## src/rtl/input_conditioner.sv

```systemverilog
// -----------------------------------------------------------------------------
// input_conditioner
//
// Multi-channel input conditioner. Each of WIDTH asynchronous inputs passes
// through a SYNC_STAGES-deep synchroniser chain followed by a per-channel
// debounce filter. A new synchronised value must persist for DEBOUNCE_CYCLES
// qualifying ticks before the channel's level accepts it. Each channel
// reports its stable level plus single-cycle rise and fall pulses.
//
// Ports:
//   clk_i          system clock, all state updates on the rising edge
//   reset_ni       asynchronous, active-low reset
//   tick_i         debounce sample enable (tie high to count every clock)
//   inputs_i       raw asynchronous inputs, one bit per channel
//   level_o        debounced, synchronised level per channel (registered)
//   rise_o         one-cycle pulse when level_o goes 0->1 (registered)
//   fall_o         one-cycle pulse when level_o goes 1->0 (registered)
//   changed_o      OR of all rise_o/fall_o bits
//
// Optional feature, enabled by defining INPUT_CONDITIONER_STICKY_EN:
//   clear_i        per-channel clear for the sticky flags
//   rise_sticky_o  set by a rise pulse, held until cleared
//   fall_sticky_o  set by a fall pulse, held until cleared
// -----------------------------------------------------------------------------
module input_conditioner #(
    parameter int unsigned      WIDTH           = 4,
    parameter int unsigned      SYNC_STAGES     = 2,
    parameter int unsigned      DEBOUNCE_CYCLES = 4,
    parameter logic [WIDTH-1:0] RESET_VALUE     = '0
) (
    input  logic             clk_i,
    input  logic             reset_ni,
    input  logic             tick_i,
    input  logic [WIDTH-1:0] inputs_i,
`ifdef INPUT_CONDITIONER_STICKY_EN
    input  logic [WIDTH-1:0] clear_i,
    output logic [WIDTH-1:0] rise_sticky_o,
    output logic [WIDTH-1:0] fall_sticky_o,
`endif
    output logic [WIDTH-1:0] level_o,
    output logic [WIDTH-1:0] rise_o,
    output logic [WIDTH-1:0] fall_o,
    output logic             changed_o
);

    localparam int unsigned      CNT_W    = $clog2(DEBOUNCE_CYCLES + 1);
    // Count value on which the next qualifying tick accepts the new level.
    localparam logic [CNT_W-1:0] CNT_LAST = CNT_W'(DEBOUNCE_CYCLES - 1);

    // -------------------------------------------------------------------------
    // Synchroniser chains: stage 0 samples the pins, the last stage is the
    // first one considered safe to use. No logic between stages.
    // -------------------------------------------------------------------------
    logic [WIDTH-1:0] sync_q [SYNC_STAGES];
    logic [WIDTH-1:0] synced;

    // NOTE: every stage is a real flop with a reset, so the array is reset
    // element by element; this is not a RAM and must not be treated as one.
    always_ff @(posedge clk_i or negedge reset_ni) begin
        if (!reset_ni) begin
            for (int k = 0; k < SYNC_STAGES; k++) begin
                sync_q[k] <= RESET_VALUE;
            end
        end else begin
            // NOTE: non-blocking assignments make every stage sample the old
            // value of its predecessor, which is what builds a shift chain.
            sync_q[0] <= inputs_i;
            for (int k = 1; k < SYNC_STAGES; k++) begin
                sync_q[k] <= sync_q[k-1];
            end
        end
    end

    assign synced = sync_q[SYNC_STAGES-1];

    // -------------------------------------------------------------------------
    // Debounce filter: the counter tracks how many qualifying ticks the
    // synchronised value has differed from the accepted level. Any return to
    // the accepted level restarts the filtering from zero.
    // -------------------------------------------------------------------------
    logic [CNT_W-1:0] cnt_q [WIDTH];
    logic [CNT_W-1:0] cnt_d [WIDTH];
    logic [WIDTH-1:0] level_q, level_d;
    logic [WIDTH-1:0] rise_q, rise_d;
    logic [WIDTH-1:0] fall_q, fall_d;

    always_comb begin
        // NOTE: defaults first so every path assigns every output and no
        // latch is inferred.
        level_d = level_q;
        rise_d  = '0;
        fall_d  = '0;
        for (int n = 0; n < WIDTH; n++) begin
            cnt_d[n] = cnt_q[n];
            if (synced[n] == level_q[n]) begin
                cnt_d[n] = '0;
            end else if (tick_i) begin
                if (cnt_q[n] == CNT_LAST) begin
                    level_d[n] = ~level_q[n];
                    rise_d[n]  = ~level_q[n];
                    fall_d[n]  = level_q[n];
                    cnt_d[n]   = '0;
                end else begin
                    cnt_d[n] = cnt_q[n] + 1'b1;
                end
            end
        end
    end

    always_ff @(posedge clk_i or negedge reset_ni) begin
        if (!reset_ni) begin
            level_q <= RESET_VALUE;
            rise_q  <= '0;
            fall_q  <= '0;
            for (int n = 0; n < WIDTH; n++) begin
                cnt_q[n] <= '0;
            end
        end else begin
            level_q <= level_d;
            rise_q  <= rise_d;
            fall_q  <= fall_d;
            for (int n = 0; n < WIDTH; n++) begin
                cnt_q[n] <= cnt_d[n];
            end
        end
    end

    assign level_o   = level_q;
    assign rise_o    = rise_q;
    assign fall_o    = fall_q;
    assign changed_o = |(rise_q | fall_q);

`ifdef INPUT_CONDITIONER_STICKY_EN
    // -------------------------------------------------------------------------
    // Sticky flags: set on the same edge as the pulse they capture, so a set
    // arriving together with a clear wins.
    // -------------------------------------------------------------------------
    logic [WIDTH-1:0] rise_sticky_q, rise_sticky_d;
    logic [WIDTH-1:0] fall_sticky_q, fall_sticky_d;

    assign rise_sticky_d = (rise_sticky_q & ~clear_i) | rise_d;
    assign fall_sticky_d = (fall_sticky_q & ~clear_i) | fall_d;

    always_ff @(posedge clk_i or negedge reset_ni) begin
        if (!reset_ni) begin
            rise_sticky_q <= '0;
            fall_sticky_q <= '0;
        end else begin
            rise_sticky_q <= rise_sticky_d;
            fall_sticky_q <= fall_sticky_d;
        end
    end

    assign rise_sticky_o = rise_sticky_q;
    assign fall_sticky_o = fall_sticky_q;
`endif

endmodule
```

## config.mk

```make
export PLATFORM = sky130hd
export DESIGN_NAME = input_conditioner
export DESIGN_NICKNAME = d
export VERILOG_FILES = /design/src/rtl/input_conditioner.sv
export SDC_FILE = /design/constraint.sdc
export NUM_CORES = 1
export LEC_CHECK = 0
export ABC_AREA = 1
export CAP_MARGIN = 40
export CELL_PAD_IN_SITES_DETAIL_PLACEMENT = 0
export CELL_PAD_IN_SITES_GLOBAL_PLACEMENT = 1
export CORE_UTILIZATION = 30
export DETAILED_ROUTE_END_ITERATION = 8
export PLACE_DENSITY = 0.68
export REMOVE_ABC_BUFFERS = 1
export SYNTH_ARGS = -nofsm -noshare
export SYNTH_HDL_FRONTEND = slang
export SYNTH_SLANG_ARGS = --single-unit
```

## constraint.sdc

```tcl
create_clock -name clk_i -period 1.03 [get_ports clk_i]
set_input_delay 0.309 -clock clk_i [delete_from_list [all_inputs] [get_ports clk_i]]
set_output_delay 0.309 -clock clk_i [all_outputs]
set_load 0.005 [all_outputs]
```

==> results.cfg, run 1 <==
[floorplanning]
core_area_mm2 = 0.004354
initial_core_util_pct = 31.32
rows = 24
die_w_um = 69.43
die_h_um = 69.43
fp.dieArea_mm2 = 0.004820
ios = 20

[timing]
finClkSkew_ns = 0.001056
max_freq_mhz = 765.8
slew_violations = 0
hold_viol_final = 0
post-route-min-period_ns = 1.306
hold_slack_ns = 0.3493
max_slew_margin_pct = 85.62
finalSetupViolCount = 18
setup_slack_ns = -0.2757
fin_crit_sh_pct = 126.8
worst_pin_slew_ns = 0.2154
rsz0062_at_grt = yes

[clocking]
h-tree-depth = 2
insertion_delay_ns = 0.27
clock_sinks = 32
numCtsBuffers = 5
cts.clk_slew.worst_paths_ns = 0.06
cts_root_buf = clkbuf_8
cts_buffer_depth = 2
cts_tree = done

[critical_path]
rr_startpoint = cnt_q[1]$_DFFE_PN0P_
slowest_delay_ns = 0.39
crit_end = changed_o
reg2reg_to = level_o[3]$_DFFE_PN0P_
crit_buf_inv = 1
arrival_ns = 1.00
reg2reg_slack_ns = -0.03
crit_required_ns = 0.72
endpoint_kind = output pin
crit_path_cell_trace = nor2_1 > nand4_1 > buf_2
critPathLaunchType = register
rr_worst_depth = 6
path_max_fanout = 2
critPathSlowestCell = dfrtp_1
cp_top_family = flip-flops
cp-startpoint = fall_o[3]$_DFF_PN0_
worst-path-stages = 3
critPathKind = reg2out

[global_route]
grt_pass1_vias = 1216
grt_overflow = 0
grt_pass1_wl_um = 4995
grt_max_degree = 33
antenna_found_initial = 0
track_usage_pct = 13.28

[cells_and_area]
final_nets = 225
diodes = 0
stdcell_area_mm2 = 0.002095
area_growth_pct = 53.58
fin_util_pct = 48.10
fin_cells = 266
drive_gt1_share_pct = 45.33

[placed_design]
gp_congestion = 0.7090
hpwl_um = 1890
dpl_worst_slack_ns = -0.4108
placed_cells = 242
port_buffers = 19
place_area_mm2 = 0.001734

[power_and_ir_drop]
peakVddDrop_mv = 0.9037
p_leak_uw = 0.001111
powerDensity_mw_per_mm2 = 2244

[outcome]
status = finished, violations left
violations = setup timing

[synthesis]
yosysWarnings = 0
syn-cell-area_mm2 = 0.001364
syn_avg_cell_area_um2 = 8.577
yosysSeqAreaShare_pct = 58.72
synthCells = 159
yosysUniqueCellTypes = 12
ys_ff_latch = 32

[route]
dr_total_vias = 1181
wl_per_cell_um = 11.11
via_per_inst = 4.440
totalWireLength_um = 2955
drt-initial-drc-count = 31
ant_nets = 0
drtPass1Iterations = 4
drc_errors = 0

[flow_run]
drv_cap = 0

[worst_hold_path]
min_path_cells = 0
hold_class = reg2reg
## layout by cell type, fill, tap and decap left out, types with 2 or more instances in the layout
master,netlist,final
o21ai_1,0,2
nand2_4,0,4
nor2_2,4,7
buf_6,0,7
nand3_2,0,4
nand4_1,5,5
inv_1,14,10
ha_2,0,2
nor2_1,28,17
inv_2,7,7
clkdlybuf4s50_1,0,5
buf_2,0,10
nand2_2,6,9
clkbuf_8,0,7
inv_4,0,3
nor2_4,0,8
buf_12,0,3
nand2_1,50,43
dfrtp_1,32,32
buf_4,1,22
## metal layers
layer | vias to the layer above | track usage [%] | share of wire, %
met5 | - | 0 | 0
met4 | 0 | 6.803 | 1.8
met3 | 7 | 3.634 | 3.5
met2 | 21 | 23.19 | 52
met1 | 561 | 14.69 | 42
li1 | 592 | - | -
## registers in the layout (all words and copies together), names as in the netlist
signal,cells
synced,4
rise_o,4
level_o,4
fall_o,4
sync_q,4
cnt_q,12
## area by class of cell
type | count | area, um2
fillers | 411 | 2260
flip-flops and latches | 32 | 800.8
multi-input cells | 105 | 623.1
repair buffers | 49 | 417.9
clock buffers | 7 | 96.34
inverters | 21 | 91.34
well taps | 52 | 65.06
## what timing repair did
action                                  4_1_cts  5_1_grt
hold buffers                                  0        0
pin swaps                                    11       18
resized for setup                            65       42
endpoints found under the setup margin       37       31
setup buffers                                 8        9
## how the worst min path moves through the flow
stage / from / to / slack (ns)
after floorplan: reset_ni / cnt_q[0]$_DFFE_PN0P_ / 0.01
after global placement: sync_q[7]$_DFF_PN0_ / synced[3]$_DFF_PN0_ / 0.33
after detailed placement: sync_q[7]$_DFF_PN0_ / synced[3]$_DFF_PN0_ / 0.34
after CTS: sync_q[7]$_DFF_PN0_ / synced[3]$_DFF_PN0_ / 0.35
after global routing: sync_q[4]$_DFF_PN0_ / synced[0]$_DFF_PN0_ / 0.36
final: sync_q[7]$_DFF_PN0_ / synced[3]$_DFF_PN0_ / 0.35
## report_power, final
part | switching [uW] | leakage [uW] | internal (uW)
clock network | 434 | 0.0000503 | 594
registers | 157 | 0.000419 | 1490
logic | 1020 | 0.000642 | 1000
## metrics by stage
stage | TNS, ns | power (uW)
final | -1.438 | 4700
after global routing | -2.529 | 5067
after CTS | -1.620 | 4253
after detailed placement | -8.987 | 3098
after global placement | -8.477 | 3014
after floorplan | 0 | 2416
## cell usage after synthesis
cell type	instances	share of area, %
inv_2	7	1.9
ha_1	4	3.7
o21ai_0	4	1.5
nor2_1	28	7.7
nand3_1	4	1.5
nand2_2	6	2.8
inv_1	14	3.9
dfrtp_1	32	59
nand4_1	5	2.3
nand2_1	50	14
nor2_2	4	1.8
buf_4	1	0.55
## cell families after synthesis
| kind of cell | after synthesis | share of synthesized area, % |
|---|---|---|
| flops | 32 | 58.72 |
| compound gates | 4 | 1.468 |
| buf+inv | 22 | 6.331 |
| fa+ha+maj | 4 | 3.670 |
| simple gates | 97 | 29.82 |
Power figures use the tool's default switching activity.
==> inputs of run 2 (changes only) <==
--- a/config.mk
+++ b/config.mk
@@ -11,6 +11,7 @@
 export CELL_PAD_IN_SITES_GLOBAL_PLACEMENT = 1
 export CORE_UTILIZATION = 30
 export DETAILED_ROUTE_END_ITERATION = 8
+export GPL_TIMING_DRIVEN = 0
 export PLACE_DENSITY = 0.68
 export REMOVE_ABC_BUFFERS = 1
 export SYNTH_ARGS = -nofsm -noshare
==> results.cfg, run 2 (same netlist as run 1, synthesis figures left out) <==
[critical_path]
rr_startpoint = cnt_q[6]$_DFFE_PN0P_
cp-startpoint = fall_o[3]$_DFF_PN0_
worst-path-stages = 3
critPathSlowestCell = dfrtp_1
reg2reg_slack_ns = -0.06
reg2reg_to = level_o[1]$_DFFE_PN0P_
crit_required_ns = 0.72
path_max_fanout = 2
rr_worst_depth = 6
crit_buf_inv = 1
endpoint_kind = output pin
crit_path_cell_trace = nor2_1 > nand4_1 > buf_2
critPathLaunchType = register
slowest_delay_ns = 0.40
critPathKind = reg2out
arrival_ns = 0.99
crit_end = changed_o
cp_top_family = flip-flops

[route]
drc_errors = 0
drtPass1Iterations = 2
totalWireLength_um = 2779
wl_per_cell_um = 11.21
drt-initial-drc-count = 42
ant_nets = 0
via_per_inst = 4.435
dr_total_vias = 1100

[cells_and_area]
fin_util_pct = 42.73
largest_reg_flops = 12
diodes = 0
top_register = cnt_q
fillers = 403
layout_commonest_cell = nand2_1
area_growth_pct = 36.42
drive_gt1_share_pct = 39.29
final_nets = 207
mostFrequentLayoutCells = nand2_1, dfrtp_1, nor2_1

[power_and_ir_drop]
p_leak_uw = 0.0009895
internal_power_uw = 2884
switching_share_pct = 34.69
clockPowerShare_pct = 23.5
powerDensity_mw_per_mm2 = 2373
seqPwrFrac_pct = 37.7
p_switching_uw = 1532
power_frac_comb_pct = 38.8
peakVddDrop_mv = 0.7169

[placed_design]
hpwl_um = 1744
gp_congestion = 0.7490
port_buffers = 19

[timing]
setup_slack_ns = -0.2700
fin_crit_sh_pct = 126.2
finalSetupViolCount = 18
hold_slack_ns = 0.07868
worst_pin_slew_ns = 0.7138
max_freq_mhz = 769.2
post-route-min-period_ns = 1.300
max_slew_margin_pct = 52.42
slew_violations = 0
hold_viol_final = 0
rsz0062_at_grt = yes
finClkSkew_ns = 0.002270

[worst_hold_path]
hold_class = in2async

[global_route]
track_usage_pct = 12.07
antenna_found_initial = 0
grt_overflow = 0
grt_pass1_wl_um = 4574
grt_max_degree = 33
grt_pass1_vias = 1085

[floorplanning]
ios = 20
fp.dieArea_mm2 = 0.004820
core_area_mm2 = 0.004354
rows = 24
die_w_um = 69.43
die_h_um = 69.43
initial_core_util_pct = 31.32

[clocking]
cts_root_buf = clkbuf_8
hold_buffers = 0
cts_tree = done
h-tree-depth = 2
clock_sinks = 32
numCtsBuffers = 5
cts.clk_slew.worst_paths_ns = 0.07
cts_buffer_depth = 2
insertion_delay_ns = 0.28

[outcome]
violations = setup timing
status = finished, violations left

[flow_run]
drv_cap = 0
[run 2: through the flow]
stage	area (um2)	std cells	worst slack [ns]	setup TNS (ns)	total power, uW
2_1_floorplan	1356	158	0.01505	0	2416
3_3_place_gp	1612	229	-0.9828	-47.80	2762
3_5_place_dp	1607	229	-0.7425	-16.94	2839
4_1_cts	1739	243	-0.2821	-1.486	4049
5_1_grt	1861	248	-0.3307	-2.758	4735
6_report	1861	248	-0.2700	-1.306	4416
[run 2: layout make-up]
cell class	instances	area (um2)	area share, %
Multi-Input combinational cell	105	589.3	31.67
Inverter	21	88.84	4.775
Timing Repair Buffer	31	219.0	11.77
Sequential cell	32	802.0	43.11
Clock buffer	7	96.34	5.178
Tap cell	52	65.06	3.497
[run 2: power groups by stage]
stage	Combinational [uW]	Sequential (uW)	Clock, uW
final	1710	1670	1040
after global routing	1930	1690	1120
after CTS	1350	1630	1080
after detailed placement	1110	1730	0
after global placement	1050	1710	0
after floorplan	723	1690	0
[run 2: worst min-delay path by stage]
stage                         from                    to  cells past startpoint
6_report                  reset_ni   sync_q[7]$_DFF_PN0_                      1
5_1_grt                   reset_ni   sync_q[7]$_DFF_PN0_                      1
4_1_cts                   reset_ni   sync_q[7]$_DFF_PN0_                      1
3_5_place_dp   sync_q[7]$_DFF_PN0_   synced[3]$_DFF_PN0_                      0
3_3_place_gp   sync_q[6]$_DFF_PN0_   synced[2]$_DFF_PN0_                      0
2_1_floorplan             reset_ni  cnt_q[0]$_DFFE_PN0P_                      0
[run 2: repair_timing]
| action | 4_1_cts | 5_1_grt |
|---|---|---|
| setup endpoints to repair | 37 | 35 |
| gates resized for setup | 59 | 34 |
| buffers inserted | 7 | 5 |
| pin swaps | 5 | 19 |
| gates cloned | 0 | 0 |
[run 2: worst reg2reg max path, stage by stage (launching register included)]
cell and delay, ns:
dfrtp_1 0.40, ha_4 0.15, inv_2 0.04, nor2_4 0.16
nand3_2 0.09, nand2_1 0.08, nand2_1 0.05
[run 2: routing by layer]
metal / GRT usage [%] / part of all wire, % / wire length [um] / vias up
met1: 13.95 / 44 / 1219 / 511
met3: 3.779 / 4.6 / 128 / 8
met2: 20.06 / 50 / 1377 / 21
met4: 6.122 / 1.9 / 53 / 0
li1: - / - / - / 560
met5: 0 / 0 / 0 / -
